==> src/rtl/cpu_step_controller_if.sv <==
// cpu_step_controller_if: board-side inputs and pipeline/debug outputs of the step controller
//  master: drives step_btn_i, run_sw_i, bp_en_i, bp_addr_i, pc_i; observes the outputs
//  slave:  the controller; drives cpu_tick_o, state_o, halted_o, cycle_count_o
interface cpu_step_controller_if #(parameter int CNT_W = 32);
  logic step_btn_i;
  logic run_sw_i;
  logic bp_en_i;
  logic [31:0] bp_addr_i;
  logic [31:0] pc_i;
  logic cpu_tick_o;
  logic [1:0] state_o;
  logic halted_o;
  logic [CNT_W-1:0] cycle_count_o;
  modport master (
    output step_btn_i, run_sw_i, bp_en_i, bp_addr_i, pc_i,
    input cpu_tick_o, state_o, halted_o, cycle_count_o
  );
  modport slave (
    input step_btn_i, run_sw_i, bp_en_i, bp_addr_i, pc_i,
    output cpu_tick_o, state_o, halted_o, cycle_count_o
  );
endinterface

==> src/rtl/cpu_step_controller.sv <==
// cpu_step_controller: one-cycle pipeline advance pulses from single-step, free-run and PC breakpoint halt
//  clock, reset : system clock, asynchronous active-high reset
//  ctl (slave)  : step_btn_i/run_sw_i raw board inputs, bp_en_i/bp_addr_i breakpoint, pc_i current PC;
//                 cpu_tick_o advance enable, state_o FSM state, halted_o, cycle_count_o saturating tick count
module cpu_step_controller #(
  parameter int DEBOUNCE_CYCLES = 1000000,
  parameter int RUN_DIV = 50000000,
  parameter int CNT_W = 32
) (
  input logic clock,
  input logic reset,
  cpu_step_controller_if.slave ctl
);
  localparam int DW = $clog2(DEBOUNCE_CYCLES + 1);
  localparam int VW = $clog2(RUN_DIV);
  localparam logic [1:0] IDLE = 2'b00, STEP = 2'b01, RUN = 2'b10, HALT = 2'b11;
  logic [1:0] step_sync_q, run_sync_q;
  logic step_db_q, step_db_d, run_db_q, run_db_d;
  logic step_done, run_done;
  logic [DW-1:0] step_cnt_q, step_cnt_d, run_cnt_q, run_cnt_d;
  logic step_prev_q, step_req_q;
  logic [VW-1:0] div_q, div_d;
  logic [1:0] state_q, state_d;
  logic cpu_tick_q, cpu_tick_d, halted_q, halted_d;
  logic [CNT_W-1:0] count_q, count_d;
  logic due, bp_hit;
  // A level flips only after the synced input has disagreed with it for DEBOUNCE_CYCLES straight cycles.
  always_comb begin
    step_done = step_sync_q[1] != step_db_q && step_cnt_q == DW'(DEBOUNCE_CYCLES - 1);
    step_cnt_d = step_sync_q[1] != step_db_q && !step_done ? step_cnt_q + 1'b1 : '0;
    step_db_d = step_done ? step_sync_q[1] : step_db_q;
    run_done = run_sync_q[1] != run_db_q && run_cnt_q == DW'(DEBOUNCE_CYCLES - 1);
    run_cnt_d = run_sync_q[1] != run_db_q && !run_done ? run_cnt_q + 1'b1 : '0;
    run_db_d = run_done ? run_sync_q[1] : run_db_q;
    due = state_q == RUN && div_q == VW'(RUN_DIV - 1);
    bp_hit = ctl.bp_en_i && ctl.pc_i == ctl.bp_addr_i;
  end
  always_ff @(posedge clock or posedge reset)
    if (reset) state_q <= IDLE;
    else state_q <= state_d;
  always_comb begin
    state_d = state_q;
    case (state_q)
      IDLE: state_d = run_db_q ? RUN : step_req_q ? STEP : IDLE;
      STEP: state_d = IDLE;
      RUN: state_d = due && bp_hit ? HALT : !run_db_q ? IDLE : RUN;
      HALT: state_d = step_req_q ? STEP : !run_db_q ? IDLE : HALT;
    endcase
  end
  // A due tick is still issued on the cycle RUN is left for IDLE; only the breakpoint suppresses it.
  always_comb begin
    cpu_tick_d = state_d == STEP || (due && !bp_hit);
    halted_d = state_d == HALT;
    div_d = state_q == RUN && state_d == RUN ? (due ? '0 : div_q + 1'b1) : '0;
    count_d = cpu_tick_q && count_q != '1 ? count_q + 1'b1 : count_q;
  end
  // step_req_q is delayed one cycle past the debounced edge, so the tick lands DEBOUNCE_CYCLES+3 edges after the first sampling edge.
  always_ff @(posedge clock or posedge reset)
    if (reset) begin
      step_sync_q <= '0;
      run_sync_q <= '0;
      step_db_q <= 1'b0;
      run_db_q <= 1'b0;
      step_cnt_q <= '0;
      run_cnt_q <= '0;
      step_prev_q <= 1'b0;
      step_req_q <= 1'b0;
      div_q <= '0;
      cpu_tick_q <= 1'b0;
      halted_q <= 1'b0;
      count_q <= '0;
    end else begin
      step_sync_q <= {step_sync_q[0], ctl.step_btn_i};
      run_sync_q <= {run_sync_q[0], ctl.run_sw_i};
      step_db_q <= step_db_d;
      run_db_q <= run_db_d;
      step_cnt_q <= step_cnt_d;
      run_cnt_q <= run_cnt_d;
      step_prev_q <= step_db_q;
      step_req_q <= step_db_q && !step_prev_q;
      div_q <= div_d;
      cpu_tick_q <= cpu_tick_d;
      halted_q <= halted_d;
      count_q <= count_d;
    end
  assign ctl.cpu_tick_o = cpu_tick_q;
  assign ctl.state_o = state_q;
  assign ctl.halted_o = halted_q;
  assign ctl.cycle_count_o = count_q;
endmodule
==> src/flat_wrapper.sv <==
// flat-port wrapper written by rule: the top's interface ports become plain ports
module cpu_step_controller_flat 
#(
  parameter int DEBOUNCE_CYCLES = 1000000,
  parameter int RUN_DIV = 50000000,
  parameter int CNT_W = 32
)
  (clock, reset, ctl_step_btn_i, ctl_run_sw_i, ctl_bp_en_i, ctl_bp_addr_i, ctl_pc_i, ctl_cpu_tick_o, ctl_state_o, ctl_halted_o, ctl_cycle_count_o);
  cpu_step_controller_if #(.CNT_W(CNT_W)) ctl_i ();
  input logic clock;
  input logic reset;
  input wire logic [$bits(ctl_i.step_btn_i)-1:0] ctl_step_btn_i;
  input wire logic [$bits(ctl_i.run_sw_i)-1:0] ctl_run_sw_i;
  input wire logic [$bits(ctl_i.bp_en_i)-1:0] ctl_bp_en_i;
  input wire logic [$bits(ctl_i.bp_addr_i)-1:0] ctl_bp_addr_i;
  input wire logic [$bits(ctl_i.pc_i)-1:0] ctl_pc_i;
  output wire logic [$bits(ctl_i.cpu_tick_o)-1:0] ctl_cpu_tick_o;
  output wire logic [$bits(ctl_i.state_o)-1:0] ctl_state_o;
  output wire logic [$bits(ctl_i.halted_o)-1:0] ctl_halted_o;
  output wire logic [$bits(ctl_i.cycle_count_o)-1:0] ctl_cycle_count_o;
  assign ctl_i.step_btn_i = ctl_step_btn_i;
  assign ctl_i.run_sw_i = ctl_run_sw_i;
  assign ctl_i.bp_en_i = ctl_bp_en_i;
  assign ctl_i.bp_addr_i = ctl_bp_addr_i;
  assign ctl_i.pc_i = ctl_pc_i;
  assign ctl_cpu_tick_o = ctl_i.cpu_tick_o;
  assign ctl_state_o = ctl_i.state_o;
  assign ctl_halted_o = ctl_i.halted_o;
  assign ctl_cycle_count_o = ctl_i.cycle_count_o;
  cpu_step_controller #(.DEBOUNCE_CYCLES(DEBOUNCE_CYCLES), .RUN_DIV(RUN_DIV), .CNT_W(CNT_W)) u_core (.clock(clock), .reset(reset), .ctl(ctl_i));
endmodule
==> config.mk <==
export PLATFORM = sky130hd
export DESIGN_NAME = cpu_step_controller_flat
export DESIGN_NICKNAME = d
export VERILOG_FILES = /design/src/rtl/cpu_step_controller_if.sv /design/src/rtl/cpu_step_controller.sv /design/src/flat_wrapper.sv
export SDC_FILE = /design/constraint.sdc
export NUM_CORES = 1
export LEC_CHECK = 0
export CELL_PAD_IN_SITES_DETAIL_PLACEMENT = 1
export CELL_PAD_IN_SITES_GLOBAL_PLACEMENT = 2
export CORE_ASPECT_RATIO = 0.9
export CORE_MARGIN = 2
export CORE_UTILIZATION = 35
export CTS_BUF_LIST = sky130_fd_sc_hd__clkbuf_2 sky130_fd_sc_hd__clkbuf_4 sky130_fd_sc_hd__clkbuf_8
export CTS_CLUSTER_DIAMETER = 50
export DETAILED_ROUTE_END_ITERATION = 6
export PLACE_DENSITY_LB_ADDON = 0.1
export SYNTH_ARGS = -nofsm -noshare
export SYNTH_HDL_FRONTEND = slang
export SYNTH_SLANG_ARGS = --single-unit
==> constraint.sdc <==
create_clock -name clock -period 7.6 [get_ports clock]
set_input_delay 1.52 -clock clock [delete_from_list [all_inputs] [get_ports clock]]
set_output_delay 1.52 -clock clock [all_outputs]
set_load 0.05 [all_outputs]
# After elaboration in Yosys (flattened, before gate mapping)
# Cells that the tools add are included.
# W data, S select, Z words.
[totals] regBits=110 inputBits=69 output_inout_bits=36 word_cells=58
[op_classes] n_addsub=4 eq_ne=13 muxes=11 reduce_logical=17
[ops] cell="$mux W26" count=2
[ops] cell="$add A20 B1 Y20 const B" count=2
[ops] cell="$eq A20 B20 Y1 const B" count=2
[ops] cell="$mux W20" count=2
[ops] cell="$add A32 B1 Y32 const B" count=1
[ops] cell="$eq A32 B32 Y1" count=1
[ops] cell="$ne A32 B32 Y1 const B" count=1
[ops] cell="$add A26 B1 Y26 const B" count=1
[ops] cell="$eq A26 B26 Y1 const B" count=1
[ops] cell="$logic_and A1 B1 Y1" count=11
[ops] cell="$mux W2" count=5
[ops] cell="$eq A2 B2 Y1 const B" count=4
[ops] cell="$pmux W2 S4" count=1
[ops] cell="$eq A2 B1 Y1 const B" count=2
[ops] cell="$logic_not A1 Y1" count=4
[ops] cell="$logic_not A2 Y1" count=1
[ops] cell="$ne A1 B1 Y1" count=2
[ops] cell="$logic_or A1 B1 Y1" count=1
[ops] cell="$mux W1" count=1

# Longest topological paths before layout
# Gate-level depths: netlist of run 1.
[logic_depth] depth_word=8 ltp_mapped=7 ltp_nobuf=6

# Worst setup path after synthesis of run 1
# No wires, ideal clock.
[synth_path] path_type="input-to-reg" from="in ctl_bp_addr_i[24]" to="reg u_core.cpu_tick_q (netlist: u_core.ctl.cpu_tick_o)" setup_time_ns=0.140 arrival_ns=2.654 required_time_ns=7.460 slack_ns=4.806 cell_stages=5 path_buffers=0 cell_sequence="xor2_1 -> nor4_1 -> nand4_1 -> nor4_4 -> o21ai_0"
[synth_between] elab_chain_cells=7 elab_cells_between_ends=9 classes_between="2 x eq/ne; 2 x mux; 5 x reduce/logical"
[synth_rtl] item="start, declared" line="flat_wrapper.sv:15" source="input wire logic [$bits(ctl_i.bp_addr_i)-1:0] ctl_bp_addr_i;"
[synth_rtl] item="$eq A32 B32 Y1 *" line="cpu_step_controller.sv:36" source="bp_hit = ctl.bp_en_i && ctl.pc_i == ctl.bp_addr_i;"
[synth_rtl] item="$logic_and A1 B1 Y1 *" line="cpu_step_controller.sv:36"
[synth_rtl] item="$logic_and A1 B1 Y1" line="cpu_step_controller.sv:46" source="RUN: state_d = due && bp_hit ? HALT : !run_db_q ? IDLE : RUN;"
[synth_rtl] item="$mux W2" line="cpu_step_controller.sv:46"
[synth_rtl] item="$pmux W2 S4" line="cpu_step_controller.sv:43" source="case (state_q)"
[synth_rtl] item="$eq A2 B1 Y1" line="cpu_step_controller.sv:52" source="cpu_tick_d = state_d == STEP || (due && !bp_hit);"
[synth_rtl] item="$logic_or A1 B1 Y1 *" line="cpu_step_controller.sv:52"
[synth_rtl] item="via u_core.cpu_tick_d" line="cpu_step_controller.sv:24" source="logic cpu_tick_q, cpu_tick_d, halted_q, halted_d;"
[synth_rtl] item="end signal, assigned" line="cpu_step_controller.sv:82" source="cpu_tick_q <= cpu_tick_d;"
[synth_rtl] item="end, declared" line="cpu_step_controller.sv:24"
# Mark *: on every way through the listed nets, which the timed path passes. The rest lies on a longest branch.
# A chain may end at the register's enable or synchronous reset.

# Final worst setup path of run 1
[layout_path] from="reg u_core.cpu_tick_q (netlist: u_core.ctl.cpu_tick_o)" to="out ctl_cpu_tick_o"
[layout_rtl] item="end, declared" line="flat_wrapper.sv:17" source="output wire logic [$bits(ctl_i.cpu_tick_o)-1:0] ctl_cpu_tick_o;"
# No word-level cell between the ends.

==> flow_summary.json, run 1 <==
{
  "slew_headroom_pct": 27.5,
  "clockRootBuffer": "clkbuf_8",
  "layout_commonest_cell": "dfrtp_1",
  "synth.distinct_cells": 44,
  "seqCellArea_um2": 2750,
  "post-route-drc-count": 0,
  "critPathKind": "flop to output port",
  "drt-initial-drc-count": 121,
  "start_util_pct": 35.7,
  "dieArea_um2": 16700,
  "routed_wl_um": 13300,
  "cts_buffer_depth": 2,
  "period_minus_slack_ps": 3280,
  "gp_congestion": 0.750,
  "fin_crit_sh_pct": 43.1,
  "grt_setup_unrepaired": "no",
  "antenna_found_initial": 0,
  "fin_nets": 720,
  "synth-seq-cells": 110,
  "setup_viol": 0,
  "coreArea_um2": 15400,
  "ctsHoldBuffers": 0,
  "yosys-mux-area-fraction_pct": 0.614,
  "synth_adder_area_share_pct": 0.910,
  "port_buffers": 104,
  "crit_family": "buffers and inverters",
  "ios": 105,
  "status": "completed",
  "crit_required_ps": 6080,
  "grt_usage_pct": 16.9,
  "cp-start-kind": "flop",
  "avgSynthCellArea_um2": 10.2,
  "drive_above_1_share_pct": 5.21,
  "tritoncts": "built",
  "die_x_um": 136,
  "final.fill_count": 1794,
  "fmax_ghz": 0.305,
  "grt_max_degree": 74,
  "syn_inst": 541,
  "cts_setup_buffers": 0,
  "end_kind": "output port",
  "grt_overflow": 0,
  "mostFrequentLayoutCells": "dfrtp_1, clkdlybuf4s50_1, xor2_1",
  "dr.pass1.iters": 4,
  "max-cap-violations": 0,
  "synth_warnings": 0,
  "maxSlewViolCount": 0,
  "synth.net_count": 614,
  "route.antenna.remaining_nets": 0,
  "die_y_um": 123,
  "synthArstFlopShare_pct": 100,
  "numCtsBuffers": 9,
  "ys_seq_area_share_pct": 50.1,
  "grt_pass1_wl_um": 22400,
  "tns_ps": 0,
  "tightest_slew_ps": 1080,
  "clk_latency_ps": 380,
  "htreeDepth": 3,
  "hp-class": "flop to flop",
  "power.leakage_nw": 2.90,
  "via_per_inst": 4.97,
  "synth_edf_count": 0,
  "cts_resized": 0,
  "utilization_pct": 45.1,
  "fin_area_um2": 6950,
  "core.rowCount": 43,
  "powerDensity_nw_per_um2": 145,
  "cts.sinks": 110,
  "path_cells": "clkdlybuf4s50_1",
  "clk_pin_slew_ps": 100,
  "cp_slowest_cell": "clkdlybuf4s50_1",
  "cp_data_arrival_time_ps": 1760,
  "dpl.hpwl_um": 9950,
  "yosys.area_share.xor_xnor_pct": 19.4,
  "syn2layout_area_growth_pct": 26.3,
  "synth_ff_type": "dfrtp_1",
  "synthSimpleGateAreaFrac_pct": 25.2,
  "synth_compound_area_share_pct": 2.21,
  "avgRoutedWirePerCell_um": 15.6,
  "cp_max_fo": 5,
  "crit_path_max_incr_delay_ps": 870,
  "grt_pass1_vias": 4426,
  "ir_worst_vdd_v": 0.0000891,
  "finClkSkew_ps": 9.86,
  "vias": 4246,
  "worst-path-buf-inv": 1,
  "multi_input_area_um2": 2660,
  "placed_area_um2": 6760,
  "diodes": 0,
  "power_mw": 1.01,
  "final_hold_viol_count": 0,
  "synth_top_family_by_area": "simple AND/OR/NAND/NOR gates",
  "netlist_area_um2": 5500
}
==> report_power, final <==
group	internal, mW	total (mW)	switching (mW)	leakage (nW)
logic	0.0417	0.0729	0.0312	1.28
clock network	0.145	0.340	0.196	0.100
registers	0.588	0.592	0.00392	1.52
==> cell families (layout without fill, tap and decap cells) <==
family | count (synthesis) | count (layout)
adder cells (fa/ha/maj) | 4 | 4
multiplexers | 3 | 3
flip-flops | 110 | 110
XOR/XNOR | 122 | 122
buffers and inverters | 22 | 133
AND/OR/NAND/NOR | 264 | 264
AO/OA/AOI/OAI | 16 | 16
==> stage by stage <==
stage	instances	hold slack (ps)	setup slack (ps)
global placement	838	335	4050
CTS	854	361	4270
detailed placement	838	342	3980
global route	854	382	4190
floorplan	541	331	3180
finish	854	358	4320
==> worst paths after layout <==
kind / slack, ps / startpoint / cells past startpoint / to
setup / recovery: 4320 / u_core.ctl.cpu_tick_o / 1 / ctl_cpu_tick_o
hold / removal: 360 / u_core.run_sync_q[0] / 0 / u_core.run_sync_q[1]
setup reg to reg: 5110 / u_core.div_q[10] / 5 / u_core.div_q[21]
hold reg to reg: 360 / u_core.run_sync_q[0] / 0 / u_core.run_sync_q[1]
max in group asynchronous: 4790 / reset / 3 / u_core.div_q[14]
min in group asynchronous: 1520 / reset / 2 / u_core.run_cnt_q[10]
==> sequential cells by signal, indices dropped and copies added (netlist names), 2 cells and up <==
| signal | count |
|---|---|
| u_core.run_sync_q | 2 |
| u_core.ctl.cycle_count_o | 32 |
| u_core.ctl.state_o | 2 |
| u_core.step_sync_q | 2 |
| u_core.run_cnt_q | 20 |
| u_core.div_q | 26 |
| u_core.step_cnt_q | 20 |
==> cell type report <==
type | instances | share of cell area (%)
Clock buffer | 13 | 2.40
Clock inverter | 3 | 0.270
Inverter | 12 | 0.684
Multi-Input combinational cell | 409 | 38.3
Sequential cell | 110 | 39.6
Tap cell | 202 | 3.64
Timing Repair Buffer | 105 | 15.1
==> cells in the mapped netlist, drive strengths merged (2+ instances only) <==
| cell type | n | area [um^2] |
|---|---|---|
| ha | 4 | 50.1 |
| and2 | 4 | 25.0 |
| buf | 3 | 15.0 |
| dfrtp | 110 | 2750 |
| a21oi | 3 | 15.0 |
| or2 | 4 | 25.0 |
| xnor2 | 38 | 333 |
| inv | 12 | 45.0 |
| nor3 | 16 | 80.1 |
| xor2 | 84 | 736 |
| or3 | 4 | 25.0 |
| nand2 | 34 | 130 |
| clkbuf | 7 | 26.3 |
| o21ai | 5 | 25.0 |
| nand3 | 40 | 200 |
| or4 | 3 | 27.5 |
| nor2 | 79 | 297 |
| and3 | 16 | 101 |
| mux2 | 3 | 33.8 |
| nand4 | 26 | 169 |
| nor4b | 4 | 35.0 |
| a211oi | 2 | 15.0 |
| nor4 | 16 | 115 |
| and4 | 12 | 106 |
==> metal layers <==
layer  part of all wire, %  vias up  global-route usage, %
met5                     0        -                      0
met4                   1.0        0                   3.71
met3                   2.5       11                   3.53
met2                    48       35                   28.0
met1                    48     2131                   23.0
li1                      -     2069                      -
Note: power is estimated with default switching activity, not from simulation.
==> run 2, diff against run 1 <==
CORE_UTILIZATION = 31   (was 35)
clock period = 2.95 ns   (was 7.6 ns; I/O delays follow)
==> run 2 against run 1 <==
  * Die area rose by 12%
  * Critical path type is now flop to flop
  * Non-clock buffer count is 6 higher
  * Clock-buffer cell count fell by 3
  * Worst hold slack better by 7.6 ps
  * Total power rose to 2.7 times the previous value
  * Setup slack worse by 3900 ps
  * Clock skew increased by 2.8 ps
  * Sequential share of layout area fell by 0.85 points
  * Clock power grew to 3.0 times the previous value
  * Largest cell class unchanged
  * Wire length rose by 3.6%
==> flow_summary.json, run 2 (synthesis results as in run 1) <==
{
  "grt_pass1_wl_um": 23000,
  "maxSlewViolCount": 0,
  "cp_max_fo": 10,
  "ios": 105,
  "grt_max_degree": 35,
  "numCtsBuffers": 9,
  "switchingPower_uw": 614,
  "port_buffers": 104,
  "slew_headroom_pct": 48.7,
  "ctsHoldBuffers": 0,
  "start_util_pct": 31.4,
  "post-route-drc-count": 0,
  "avgRoutedWirePerCell_um": 15.4,
  "max-cap-violations": 0,
  "clockRootBuffer": "clkbuf_8",
  "grt_pass1_vias": 4533,
  "antenna_found_initial": 0,
  "layout_commonest_cell": "dfrtp_1",
  "grt_setup_unrepaired": "no",
  "ir_worst_vdd_v": 0.000192,
  "dp_cells": 882,
  "die_y_um": 130,
  "tightest_slew_ps": 768,
  "cts_resized": 0,
  "instances_no_fill": 898,
  "fmax_ghz": 0.398,
  "dpl.hpwl_um": 10400,
  "dieArea_um2": 18800,
  "end_kind": "flop",
  "grt_usage_pct": 15.6,
  "cts_buffer_depth": 2,
  "power.leakage_nw": 2.94,
  "routed_wl_um": 13800,
  "fin_nets": 726,
  "setup_viol": 0,
  "coreArea_um2": 17500,
  "hp-class": "flop to flop",
  "clk_pin_slew_ps": 100,
  "combPwrFrac_pct": 7.1,
  "cp_data_arrival_time_ps": 2760,
  "p_int_mw": 2.12,
  "powerDensity_nw_per_um2": 385,
  "cts_setup_buffers": 0,
  "period_minus_slack_ps": 2510,
  "drive_above_1_share_pct": 6.08,
  "mostFrequentLayoutCells": "dfrtp_1, clkdlybuf4s50_1, xor2_1",
  "tns_ps": 0,
  "diodes": 0,
  "route.antenna.remaining_nets": 0,
  "via_per_inst": 4.71,
  "syn2layout_area_growth_pct": 29.1,
  "seqCellArea_um2": 2750,
  "htreeDepth": 3,
  "final_hold_viol_count": 0,
  "p_clk_share_pct": 37.0,
  "vias": 4233,
  "seqPwrFrac_pct": 55.9,
  "multi_input_area_um2": 2660,
  "drt-initial-drc-count": 115,
  "clk_latency_ps": 380,
  "core.rowCount": 46,
  "tritoncts": "built",
  "grt_overflow": 0,
  "largest_reg_flops": 32,
  "die_x_um": 144,
  "critPathKind": "flop to flop",
  "status": "completed",
  "utilization_pct": 40.6,
  "crit_required_ps": 3200,
  "dr.pass1.iters": 4,
  "finClkSkew_ps": 12.7,
  "final.fill_count": 2000,
  "fin_crit_sh_pct": 85.1,
  "gp_congestion": 0.732,
  "crit_path_max_incr_delay_ps": 600,
  "path_cells": "nor4_1 > nand4_1 > or4_4 > nor4_4 > o21ai_0",
  "switching_share_pct": 22.5,
  "cts.sinks": 110,
  "cp_slowest_cell": "or4_4",
  "cp-start-kind": "flop"
}
-- run 2: cell types whose count changed in the layout (fill, tap and decap cells not counted), sizes merged --
cell,before,now
buf,1,7
clkbuf,13,10
bufinv,0,2
clkinvlp,0,2
inv,12,11
-- run 2: final timing paths --
| kind | cells past startpoint | slack [ps] | end | startpoint |
|---|---|---|---|---|
| max | 5 | 440 | u_core.ctl.cpu_tick_o | u_core.div_q[10] |
| min | 0 | 370 | u_core.run_sync_q[1] | u_core.run_sync_q[0] |
| max reg2reg | 5 | 440 | u_core.ctl.cpu_tick_o | u_core.div_q[10] |
| min reg2reg | 0 | 370 | u_core.run_sync_q[1] | u_core.run_sync_q[0] |
| max in group asynchronous | 3 | 1610 | u_core.div_q[23] | reset |
| min in group asynchronous | 2 | 670 | u_core.div_q[10] | reset |
-- run 2: area by class of cell --
class | instances | share of cell area [%]
Timing Repair Buffer | 111 | 15.8
Tap cell | 240 | 4.23
Sequential cell | 110 | 38.8
Inverter | 12 | 0.687
Clock buffer | 10 | 1.85
Clock inverter | 6 | 1.22
Multi-Input combinational cell | 409 | 37.5
-- run 2: power groups by stage --
stage / Combinational, mW / Sequential [mW] / Clock [mW]
2_1_floorplan: 0.0722 / 1.55 / 0
3_3_place_gp: 0.195 / 1.56 / 0
3_5_place_dp: 0.200 / 1.56 / 0
4_1_cts: 0.201 / 1.53 / 1.06
5_1_grt: 0.216 / 1.53 / 1.13
6_report: 0.195 / 1.53 / 1.01
-- run 2: routing by layer --
| metal | vias up | track usage, % | part of all wire [%] |
|---|---|---|---|
| met5 | - | 0 | 0 |
| met3 | 10 | 3.19 | 2.0 |
| met2 | 30 | 26.6 | 50 |
| met1 | 2115 | 20.4 | 47 |
| met4 | 0 | 3.94 | 1.1 |
| li1 | 2078 | - | - |
-- run 2: critical path: cells and delay by family (launching register included) --
family | cells | cell delay [ps]
DFF | 1 | 470
and+or+nand+nor | 4 | 1760
AOI/OAI and AO/OA | 1 | 150
-- run 2: through the flow --
stage	cell area [um^2]	hold slack [ps]	worst slack, ps	total power, mW
global route	7100	387	270	2.88
floorplan	5500	331	667	1.63
CTS	7100	372	437	2.79
global placement	6880	340	248	1.75
finish	7100	366	440	2.73
detailed placement	6880	348	273	1.76
==> run 3, diff against run 2 <==
CORE_UTILIZATION = 35   (was 31)
DONT_BUFFER_PORTS = 1   (was default)
MAX_ROUTING_LAYER = met4   (was default)
==> run 3 against run 2 <==
  * Total power shrank 7.9%
  * Critical path depth shrank 1
  * Clock skew shrank 3.9 ps
  * Via count shrank 6.2%
  * Largest power group unchanged
  * Wire length shrank 6.9%
  * Combinational power shrank 54%
  * Core utilization shrank 0.56 points
  * Worst hold slack lost 150 ps
  * Sequential share of layout area grew 5.9 points
  * Largest cell class unchanged
  * Setup slack gained 160 ps
  * Sequential cell count is the same
  * Design area shrank 13%
==> flow_summary.json, run 3 (synthesis results as in run 1) <==
{
  "fin_nets": 647,
  "cp_data_arrival_time_ps": 2620,
  "route.antenna.remaining_nets": 0,
  "cts_buffer_depth": 2,
  "power_mw": 2.52,
  "dieArea_um2": 16700,
  "core.rowCount": 43,
  "power.leakage_nw": 2.67,
  "gp_congestion": 0.790,
  "grt_setup_unrepaired": "no",
  "ctsHoldBuffers": 0,
  "tns_ps": 0,
  "critPathKind": "flop to flop",
  "grt_pass1_vias": 4202,
  "cts_setup_buffers": 0,
  "clockRootBuffer": "clkbuf_8",
  "layout_commonest_cell": "dfrtp_1",
  "numCtsBuffers": 9,
  "final_hold_viol_count": 0,
  "start_util_pct": 35.7,
  "cp_max_fo": 9,
  "status": "completed",
  "mostFrequentLayoutCells": "dfrtp_1, xor2_1, nor2_1",
  "slew_headroom_pct": 57.1,
  "diodes": 0,
  "utilization_pct": 40.0,
  "hp-class": "input port to async pin",
  "avgRoutedWirePerCell_um": 16.5,
  "grt_usage_pct": 16.8,
  "final.fill_count": 1765,
  "fin_crit_sh_pct": 79.6,
  "setup_viol": 0,
  "fin_area_um2": 6160,
  "via_per_inst": 5.09,
  "post-route-drc-count": 0,
  "ir_worst_vdd_v": 0.000206,
  "tritoncts": "built",
  "tightest_slew_ps": 639,
  "cp-start-kind": "flop",
  "grt_overflow": 0,
  "drt-initial-drc-count": 136,
  "period_minus_slack_ps": 2350,
  "grt_pass1_wl_um": 21500,
  "cts.sinks": 110,
  "htreeDepth": 3,
  "powerDensity_nw_per_um2": 409,
  "placed_area_um2": 5970,
  "fmax_ghz": 0.426,
  "die_y_um": 123,
  "coreArea_um2": 15400,
  "clk_pin_slew_ps": 100,
  "max-cap-violations": 0,
  "port_buffers": 0,
  "routed_wl_um": 12900,
  "finClkSkew_ps": 8.73,
  "grt_max_degree": 111,
  "ios": 105,
  "end_kind": "flop",
  "drive_above_1_share_pct": 11.1,
  "largest_reg_flops": 32,
  "cts_resized": 0,
  "antenna_found_initial": 0,
  "dpl.hpwl_um": 9290,
  "die_x_um": 136,
  "crit_required_ps": 3220,
  "instances_no_fill": 780,
  "maxSlewViolCount": 0,
  "dr.pass1.iters": 4,
  "syn2layout_area_growth_pct": 11.9,
  "clk_latency_ps": 390,
  "vias": 3972,
  "dp_cells": 765
}
-- run 3: changes by cell type in the layout (fill, tap and decap cells not counted) --
cell,before,now
clkbuf_8,9,12
clkdlybuf4s50_1,104,0
buf_4,5,31
clkinv_2,2,0
buf_12,2,1
bufinv_16,2,0
-- run 3: layout make-up --
type,count,area [um^2],share of cell area (%)
multi-input combinational,409,2660,43.2
timing repair buffer,32,253,4.11
sequential,110,2750,44.7
clock inverter,2,16.3,0.264
inverter,12,48.8,0.793
clock buffer,13,173,2.80
tap,202,253,4.11
-- run 3: power by group --
| part | total [mW] | internal, mW | switching (mW) | leakage [nW] |
|---|---|---|---|---|
| clock | 0.900 | 0.384 | 0.516 | 0.0951 |
| sequential | 1.53 | 1.52 | 0.00952 | 1.52 |
| combinational | 0.0899 | 0.0324 | 0.0575 | 1.06 |
-- run 3: layer usage --
layer	vias to the layer above	global-route usage, %	share of wire [%]
met1	1998	21.7	47
li1	1920	-	-
met2	45	25.7	47
met3	9	5.25	4.8
met5	-	-	0
met4	0	4.23	0.87
-- run 3: metrics by stage --
| stage | setup WS, ps | hold WS [ps] |
|---|---|---|
| after floorplan | 667 | 331 |
| after global placement | 660 | 333 |
| after detailed placement | 620 | 336 |
| after CTS | 572 | 191 |
| after global routing | 453 | 177 |
| final | 603 | 219 |
-- run 3: path summary, 6_finish.rpt --
path	cells past startpoint	startpoint	slack (ps)	end
worst max-delay path	4	u_core.ctl.cycle_count_o[30]	600	u_core.ctl.cycle_count_o[1]
worst min-delay path	2	reset	220	u_core.run_cnt_q[17]
worst max register to register	4	u_core.ctl.cycle_count_o[30]	600	u_core.ctl.cycle_count_o[1]
worst min register to register	0	u_core.run_sync_q[0]	360	u_core.run_sync_q[1]
max in group asynchronous	2	reset	2250	u_core.ctl.cycle_count_o[1]
min in group clock	0	ctl_run_sw_i	230	u_core.run_sync_q[0]
-- run 3: worst max-delay path: stages, from the launching register on --
cell and delay (ps):
dfrtp_1 710, nand4_1 210, or3_1 440, o31ai_4 480, mux2_2 390
